<file path="config.mk">
export PLATFORM = sky130hd
export DESIGN_NAME = instruction_fetch_unit_flat
export DESIGN_NICKNAME = d
export VERILOG_FILES = /design/src/rtl/instruction_fetch_unit_if.sv /design/src/rtl/instruction_fetch_unit.sv /design/src/flat_wrapper.sv
export SDC_FILE = /design/constraint.sdc
export NUM_CORES = 1
export LEC_CHECK = 0
export BUFFER_PORTS_ARGS = -buffer_cell sky130_fd_sc_hd__buf_4
export CAP_MARGIN = 40
export CORE_UTILIZATION = 30
export DETAILED_ROUTE_END_ITERATION = 12
export PLACE_DENSITY_LB_ADDON = 0.15
export SYNTH_ARGS = -nofsm -noshare
export SYNTH_HDL_FRONTEND = slang
export SYNTH_SLANG_ARGS = --single-unit
</file>
<file path="constraint.sdc">
create_clock -name clk -period 7.5 [get_ports clk]
set_clock_uncertainty 0.2 [all_clocks]
set_input_delay 1.875 -clock clk [delete_from_list [all_inputs] [get_ports clk]]
set_output_delay 1.875 -clock clk [all_outputs]
set_load 0.03 [all_outputs]
</file>
<file path="src/rtl/instruction_fetch_unit_if.sv">
// instruction_fetch_unit_if: instruction-memory fetch port, redirect input and decode-side handshake.
interface instruction_fetch_unit_if #(
    parameter int DEPTH = 2
);
    logic [31:0]            imem_address;
    logic [31:0]            imem_instruction;
    logic                   redirect;
    logic [31:0]            redirect_target;
    logic                   instr_valid;
    logic                   instr_ready;
    logic [31:0]            instruction;
    logic [31:0]            instr_pc;
    logic [31:0]            instr_pc_plus4;
    logic [$clog2(DEPTH):0] queue_count;

    modport master (
        output imem_address, instr_valid, instruction, instr_pc, instr_pc_plus4, queue_count,
        input  imem_instruction, redirect, redirect_target, instr_ready
    );
    modport slave (
        input  imem_address, instr_valid, instruction, instr_pc, instr_pc_plus4, queue_count,
        output imem_instruction, redirect, redirect_target, instr_ready
    );
endinterface

</file>
<file path="src/rtl/instruction_fetch_unit.sv">
// instruction_fetch_unit: PC owner feeding a small prefetch FIFO toward decode, flushed by redirects.
module instruction_fetch_unit #(
    parameter logic [31:0] RESET_PC = 32'h0000_0000,
    parameter int          DEPTH    = 2
) (
    input logic                      clk,
    input logic                      reset,
    instruction_fetch_unit_if.master bus
);
    localparam int AW = (DEPTH > 1) ? $clog2(DEPTH) : 1;
    localparam int CW = $clog2(DEPTH) + 1;

    logic [31:0]   pc;
    logic [31:0]   word_q [DEPTH];
    logic [31:0]   addr_q [DEPTH];
    logic [AW-1:0] rd_ptr;
    logic [AW-1:0] wr_ptr;
    logic [CW-1:0] count;
    logic          valid;
    logic          pop;
    logic          push;

    assign valid = count != '0;
    assign pop   = valid & bus.instr_ready;
    assign push  = (count != CW'(DEPTH)) | pop;

    always_ff @(posedge clk or negedge reset) begin
        if (!reset) begin
            pc     <= RESET_PC & ~32'h3;
            rd_ptr <= '0;
            wr_ptr <= '0;
            count  <= '0;
        end else if (bus.redirect) begin
            pc     <= bus.redirect_target & ~32'h3;
            rd_ptr <= '0;
            wr_ptr <= '0;
            count  <= '0;
        end else begin
            if (push) begin
                pc     <= pc + 32'd4;
                wr_ptr <= wr_ptr + 1'b1;
            end
            if (pop)
                rd_ptr <= rd_ptr + 1'b1;
            count <= count + CW'(push) - CW'(pop);
        end
    end

    // Storage needs no reset: the head outputs are masked to zero while empty.
    always_ff @(posedge clk) begin
        if (push && !bus.redirect) begin
            word_q[wr_ptr] <= bus.imem_instruction;
            addr_q[wr_ptr] <= pc;
        end
    end

    assign bus.imem_address   = pc;
    assign bus.instr_valid    = valid;
    assign bus.queue_count    = count;
    assign bus.instruction    = valid ? word_q[rd_ptr] : 32'h0;
    assign bus.instr_pc       = valid ? addr_q[rd_ptr] : 32'h0;
    assign bus.instr_pc_plus4 = valid ? addr_q[rd_ptr] + 32'd4 : 32'h0;
endmodule
</file>
<file path="src/flat_wrapper.sv">
// flat-port wrapper written by rule: the top's interface ports become plain ports
module instruction_fetch_unit_flat 
#(
    parameter logic [31:0] RESET_PC = 32'h0000_0000,
    parameter int          DEPTH    = 2
)
  (clk, reset, bus_imem_address, bus_instr_valid, bus_instruction, bus_instr_pc, bus_instr_pc_plus4, bus_queue_count, bus_imem_instruction, bus_redirect, bus_redirect_target, bus_instr_ready);
  instruction_fetch_unit_if #(.DEPTH(DEPTH)) bus_i ();
  input logic clk;
  input logic reset;
  output wire logic [$bits(bus_i.imem_address)-1:0] bus_imem_address;
  output wire logic [$bits(bus_i.instr_valid)-1:0] bus_instr_valid;
  output wire logic [$bits(bus_i.instruction)-1:0] bus_instruction;
  output wire logic [$bits(bus_i.instr_pc)-1:0] bus_instr_pc;
  output wire logic [$bits(bus_i.instr_pc_plus4)-1:0] bus_instr_pc_plus4;
  output wire logic [$bits(bus_i.queue_count)-1:0] bus_queue_count;
  input wire logic [$bits(bus_i.imem_instruction)-1:0] bus_imem_instruction;
  input wire logic [$bits(bus_i.redirect)-1:0] bus_redirect;
  input wire logic [$bits(bus_i.redirect_target)-1:0] bus_redirect_target;
  input wire logic [$bits(bus_i.instr_ready)-1:0] bus_instr_ready;
  assign bus_imem_address = bus_i.imem_address;
  assign bus_instr_valid = bus_i.instr_valid;
  assign bus_instruction = bus_i.instruction;
  assign bus_instr_pc = bus_i.instr_pc;
  assign bus_instr_pc_plus4 = bus_i.instr_pc_plus4;
  assign bus_queue_count = bus_i.queue_count;
  assign bus_i.imem_instruction = bus_imem_instruction;
  assign bus_i.redirect = bus_redirect;
  assign bus_i.redirect_target = bus_redirect_target;
  assign bus_i.instr_ready = bus_instr_ready;
  instruction_fetch_unit #(.RESET_PC(RESET_PC), .DEPTH(DEPTH)) u_core (.clk(clk), .reset(reset), .bus(bus_i));
endmodule
</file>
# Yosys cells after proc, flatten, opt, wreduce, memory -nomap -nowiden
# Memory sizes are Yosys's and may differ from the RTL's.
# Index checks and enable logic that the tools add are counted.
[word_totals]
mem_bits_rw = 128
mem_count = 2
word_cells = 32
regBits = 36
[memory_table]
columns = ["name", "depth", "width", "read_ports", "rd_clocked_by_memory_dff", "wr", "line", "rtl"]
rows = [
  ["u_core.addr_q", 2, 32, 1, 0, 1, "instruction_fetch_unit.sv:15", "logic [31:0] addr_q [DEPTH];"],
  ["u_core.word_q", 2, 32, 1, 0, 1, "instruction_fetch_unit.sv:14", "logic [31:0] word_q [DEPTH];"],
]
[classes]
reduce_logical = 5
n_addsub = 6
muxes = 12
bitwise = 2
eq_ne = 1
[op_table]
columns = ["operator", "count"]
rows = [
  ["$mux W32", 5],
  ["$add A32 B3 Y32 const B", 2],
  ["$mux W1", 6],
  ["$reduce_bool A2 Y1", 3],
  ["$add A1 B1 Y1 const B", 2],
  ["$add A2 B1 Y2", 1],
  ["$mux W2", 1],
  ["$ne A2 B2 Y1 const B", 1],
  ["$sub A2 B1 Y2", 1],
  ["$and A1 B1 Y1", 1],
  ["$logic_and A1 B1 Y1", 1],
  ["$logic_not A1 Y1", 1],
  ["$or A1 B1 Y1", 1],
]

# Depth between registers and ports, before layout
[logic_depth]
ltp_word = 6
depth_mapped = 12
depth_no_buf = 7

# Worst setup path before layout
# Ideal clock, no wire load.
[synth_timing]
path_type = "input to register"
from = "in bus_redirect"
to = "mem u_core.addr_q[0][10], enable pin"
slack_ns = 0.204
stages = 3
required_time_ns = 6.741
arrival_time_ns = 6.538
n_path_buf = 2
cell_sequence = "clkbuf_1 -> clkbuf_1 -> nor3_1"
[synth_between]
elab_chain_len = 4
[synth_lines]
columns = ["item", "line", "rtl"]
rows = [
  ["start, declared", "flat_wrapper.sv:18", "input wire logic [$bits(bus_i.redirect)-1:0] bus_redirect;"],
  ["$logic_not A1 Y1", "instruction_fetch_unit.sv:51", "if (push && !bus.redirect) begin"],
  ["$logic_and A1 B1 Y1", "instruction_fetch_unit.sv:51", ""],
  ["$mux W1", "instruction_fetch_unit.sv:51", ""],
  ["$mux W1 (implied by the code)", "instruction_fetch_unit.sv:53", "addr_q[wr_ptr] <= pc;"],
  ["end, declared", "instruction_fetch_unit.sv:15", ""],
]
# Every way passes these cells.

# Worst setup path in the final report
[layout_timing]
from = "reg u_core.rd_ptr"
to = "out bus_instr_pc_plus4[25]"
[layout_between]
elab_chain_len = 3
[layout_lines]
columns = ["item", "line", "rtl"]
rows = [
  ["start, declared", "instruction_fetch_unit.sv:16", "logic [AW-1:0] rd_ptr;"],
  ["start signal, assigned", "instruction_fetch_unit.sv:44", "rd_ptr <= rd_ptr + 1'b1;"],
  ["$mem_v2 Z2 W32", "-", ""],
  ["$add A32 B3 Y32", "instruction_fetch_unit.sv:62", "assign bus.instr_pc_plus4 = valid ? addr_q[rd_ptr] + 32'd4 : 32'h0;"],
  ["$mux W32", "instruction_fetch_unit.sv:62", ""],
  ["end, declared", "flat_wrapper.sv:15", "output wire logic [$bits(bus_i.instr_pc_plus4)-1:0] bus_instr_pc_plus4;"],
]
# Every way passes these cells.

==> run_results.csv <==
group,metric,value,unit
route,routed_wl,20450,um
route,via_per_inst,4.754,
power,p_comb_share,45.1,%
placement,place_area,9419,um2
clock_network,ctsResizeCount,0,
sta,min_period_over_period,76.56,%
route,drc,0,
die,fp.dieW,161.9,um
route,dr.pass1.iters,8,
logic_synthesis,synthArstFlopShare,21.52,%
logic_synthesis,ys_warn_count,0,
die,die_h,161.9,um
route,drtAntennaViolNets,0,
logic_synthesis,yosysMostFrequentCell,"edfxtp_1",
sta,tightest_slew,0.8665,ns
clock_network,clkLatencyLatePin,0.42,ns
setup_path,crit_fanout,61,
layout,fin_area,9998,um2
logic_synthesis,yosysSeqAreaShare,59.65,%
global_route,grt_overflow,0,
placement,dpl.hpwl,14740,um
global_route,antenna_found_initial,0,
clock_network,cts.sinks,158,
logic_synthesis,synth_area_leaders,"edfxtp_1, dfrtp_1, mux2i_1, nor2_1, nand2_1",
power,power_density,376.3,nW/um2
clock_network,postCtsHoldBufs,0,
layout,drive_gt1_share,29.50,%
sta,maxSlewViolCount,0,
route,avgRoutedWirePerCell,17.42,um
placement,dp_slack,2.186,ns
setup_path,crit_chain,"nand3_1, a22oi_4, nand4_1, o41ai_1, buf_4",
power,ir_drop,0.1530,mV
placement,gp_congestion,0.7977,
sta,fin_crit,5.742,ns
sta,rsz0062_at_grt,"no",
power,power_switching,1.606,mW
hold_path,min_path_cells,0,
logic_synthesis,synth_edf_count,124,
setup_path,cpPeakStageDelay,0.98,ns
setup_path,worstPathArrival,3.67,ns
clock_network,htree_num_levels,4,
setup_path,cp-start-kind,"flop",
die,dieArea,26210,um2
setup_path,crit_type,"flop to primary output",
power,clkPwrFrac,22.4,%
die,core-area,25110,um2
clock_network,clock_path_buffers,2,
sta,hold_viol_final,0,
global_route,grt_pass1_wl,31070,um
route,first_iter_violations,347,
sta,setup_ws,1.758,ns
global_route,grt_pass1_vias,5408,
logic_synthesis,netlist-cell-type-count,62,
logic_synthesis,synthTopCellsByCount,"edfxtp_1, nor2_1, nand2_1",
setup_path,cp-end-kind,"primary output",
die,io_pins,199,
layout,syn2layout_area_growth,30.38,%
flow_run,cap_viol_max_count,0,
run_status,outcome,"finished clean",
logic_synthesis,syn_inst,645,
placement,io_buffers,190,
logic_synthesis,yosysTopAreaCell,"edfxtp_1",
layout,antennaDiodeCount,0,
route,dr_total_vias,5581,
logic_synthesis,avgSynthCellArea,11.89,um2
sta,relSlewSlack,42.23,%
logic_synthesis,syn-cell-area,7669,um2
sta,fmax,174.2,MHz
sta,finalSetupTns,0,ns
global_route,grt_usage,15.80,%
logic_synthesis,yosysTopAreaCellShare,48.56,%
logic_synthesis,synth_flop_cell,"edfxtp_1",
layout,final_nets,903,
power,internal_power,2.157,mW
clock_network,cts_tree,"done",
die,initial_core_util,30.54,%
setup_path,worstRegToRegCells,6,
die,std_cell_rows,58,
power,sw_frac_of_total,42.68,%
clock_network,cts_buffers,17,
logic_synthesis,synth-seq-cells,158,
hold_path,hp-class,"flop to flop",
clock_network,cts_setup_buffers,0,
global_route,grt_max_degree,62,
sta,setup_violations,0,
power,pwr-share-seq,32.5,%
setup_path,cp_slowest_cell,"dfrtp_4",
clock_network,cts-root-buf,"clkbuf_16",
setup_path,crit_required,5.43,ns
power,cellLeakagePower,3.862,nW
clock_network,cts.clk_slew.worst_paths,0.07,ns
sequential cells by signal, summed over array words and instances, names as in the netlist:
name / count
u_core.addr_q: 60
u_core.bus.imem_address: 30
u_core.bus.queue_count: 2
u_core.rd_ptr: 1
u_core.word_q: 64
u_core.wr_ptr: 1
through the flow:
| stage | std cells | hold WS, ns | utilization [%] | total power, mW |
|---|---|---|---|---|
| CTS | 1174 | 0.3627 | 39.82 | 3.813 |
| global route | 1174 | 0.3753 | 39.82 | 3.954 |
| floorplan | 650 | 0.3196 | - | 2.322 |
| detailed placement | 1142 | 0.3429 | 37.51 | 2.960 |
| global placement | 1139 | 0.3450 | 37.28 | 2.946 |
| finish | 1174 | 0.3568 | 39.82 | 3.763 |
power groups by stage:
stage / Clock, mW / Combinational [mW] / Sequential [mW]
after floorplan: 0 / 1.11 / 1.22
after global placement: 0 / 1.70 / 1.24
after detailed placement: 0 / 1.72 / 1.24
after CTS: 0.868 / 1.72 / 1.22
after global routing: 0.900 / 1.81 / 1.24
final: 0.842 / 1.70 / 1.22
worst max-delay path: cells and delay by family, from the launching register on:
family	cells	cell delay, ns
AND/OR/NAND/NOR	2	0.98
buffers and inverters	1	0.24
AO/OA/AOI/OAI	2	1.01
flip-flops	1	0.98
routing by layer:
metal  track usage, %  routed length, um  vias to the layer above
met5                0                  0                        -
met4            4.374                206                        0
met3            3.064                867                       13
met2            24.60               9349                      152
met1            22.31              10030                     2688
li1                 -                  -                     2728
worst paths after layout:
| kind | startpoint | end | slack [ns] |
|---|---|---|---|
| max in group asynchronous | reset | u_core.rd_ptr | 5.51 |
| setup reg to reg | u_core.bus.queue_count[1] | u_core.word_q[1][0] | 4.78 |
| hold / removal | u_core.bus.imem_address[29] | u_core.addr_q[0][29] | 0.36 |
| min in group asynchronous | reset | u_core.bus.imem_address[25] | 1.20 |
| setup / recovery | u_core.rd_ptr | bus_instr_pc_plus4[25] | 1.76 |
| hold reg to reg | u_core.bus.imem_address[29] | u_core.addr_q[0][29] | 0.36 |
area by class of cell:
class / count / area [um2]
Timing Repair Buffer: 198 / 1523
Fill cell: 2504 / 15110
Tap cell: 330 / 412.9
Inverter: 11 / 41.29
Clock buffer: 18 / 429.2
Multi-Input combinational cell: 445 / 2864
Sequential cell: 158 / 4578
Clock inverter: 14 / 150.1
kinds of logic after synthesis:
| logic type | Yosys count | share of synthesized area [%] |
|---|---|---|
| multiplexers | 63 | 8.272 |
| buffers and inverters | 47 | 3.426 |
| adder cells (fa/ha/maj) | 4 | 0.6527 |
| XOR/XNOR | 38 | 4.340 |
| AND/OR/NAND/NOR | 257 | 16.89 |
| other | 1 | 0.04890 |
| AO/OA/AOI/OAI | 77 | 6.722 |
| flip-flops | 158 | 59.65 |
cells in the final DEF, fill, tap and decap left out, drive strengths merged, types with 4 or more instances in the layout:
master,instances
or3,5
nand3,25
buf,198
o31ai,8
nor2,91
and3,6
and2,4
dfrtp,34
a22oi,6
and4,5
ha,4
nand2,61
nand3b,6
nand4,19
mux2i,60
xor2,24
conb,6
inv,18
edfxtp,124
nand4b,4
nor4,6
xnor2,14
o31a,4
clkbuf,18
nor3,10
o21ai,38
a31oi,8
(Power assumes the default switching activity.)
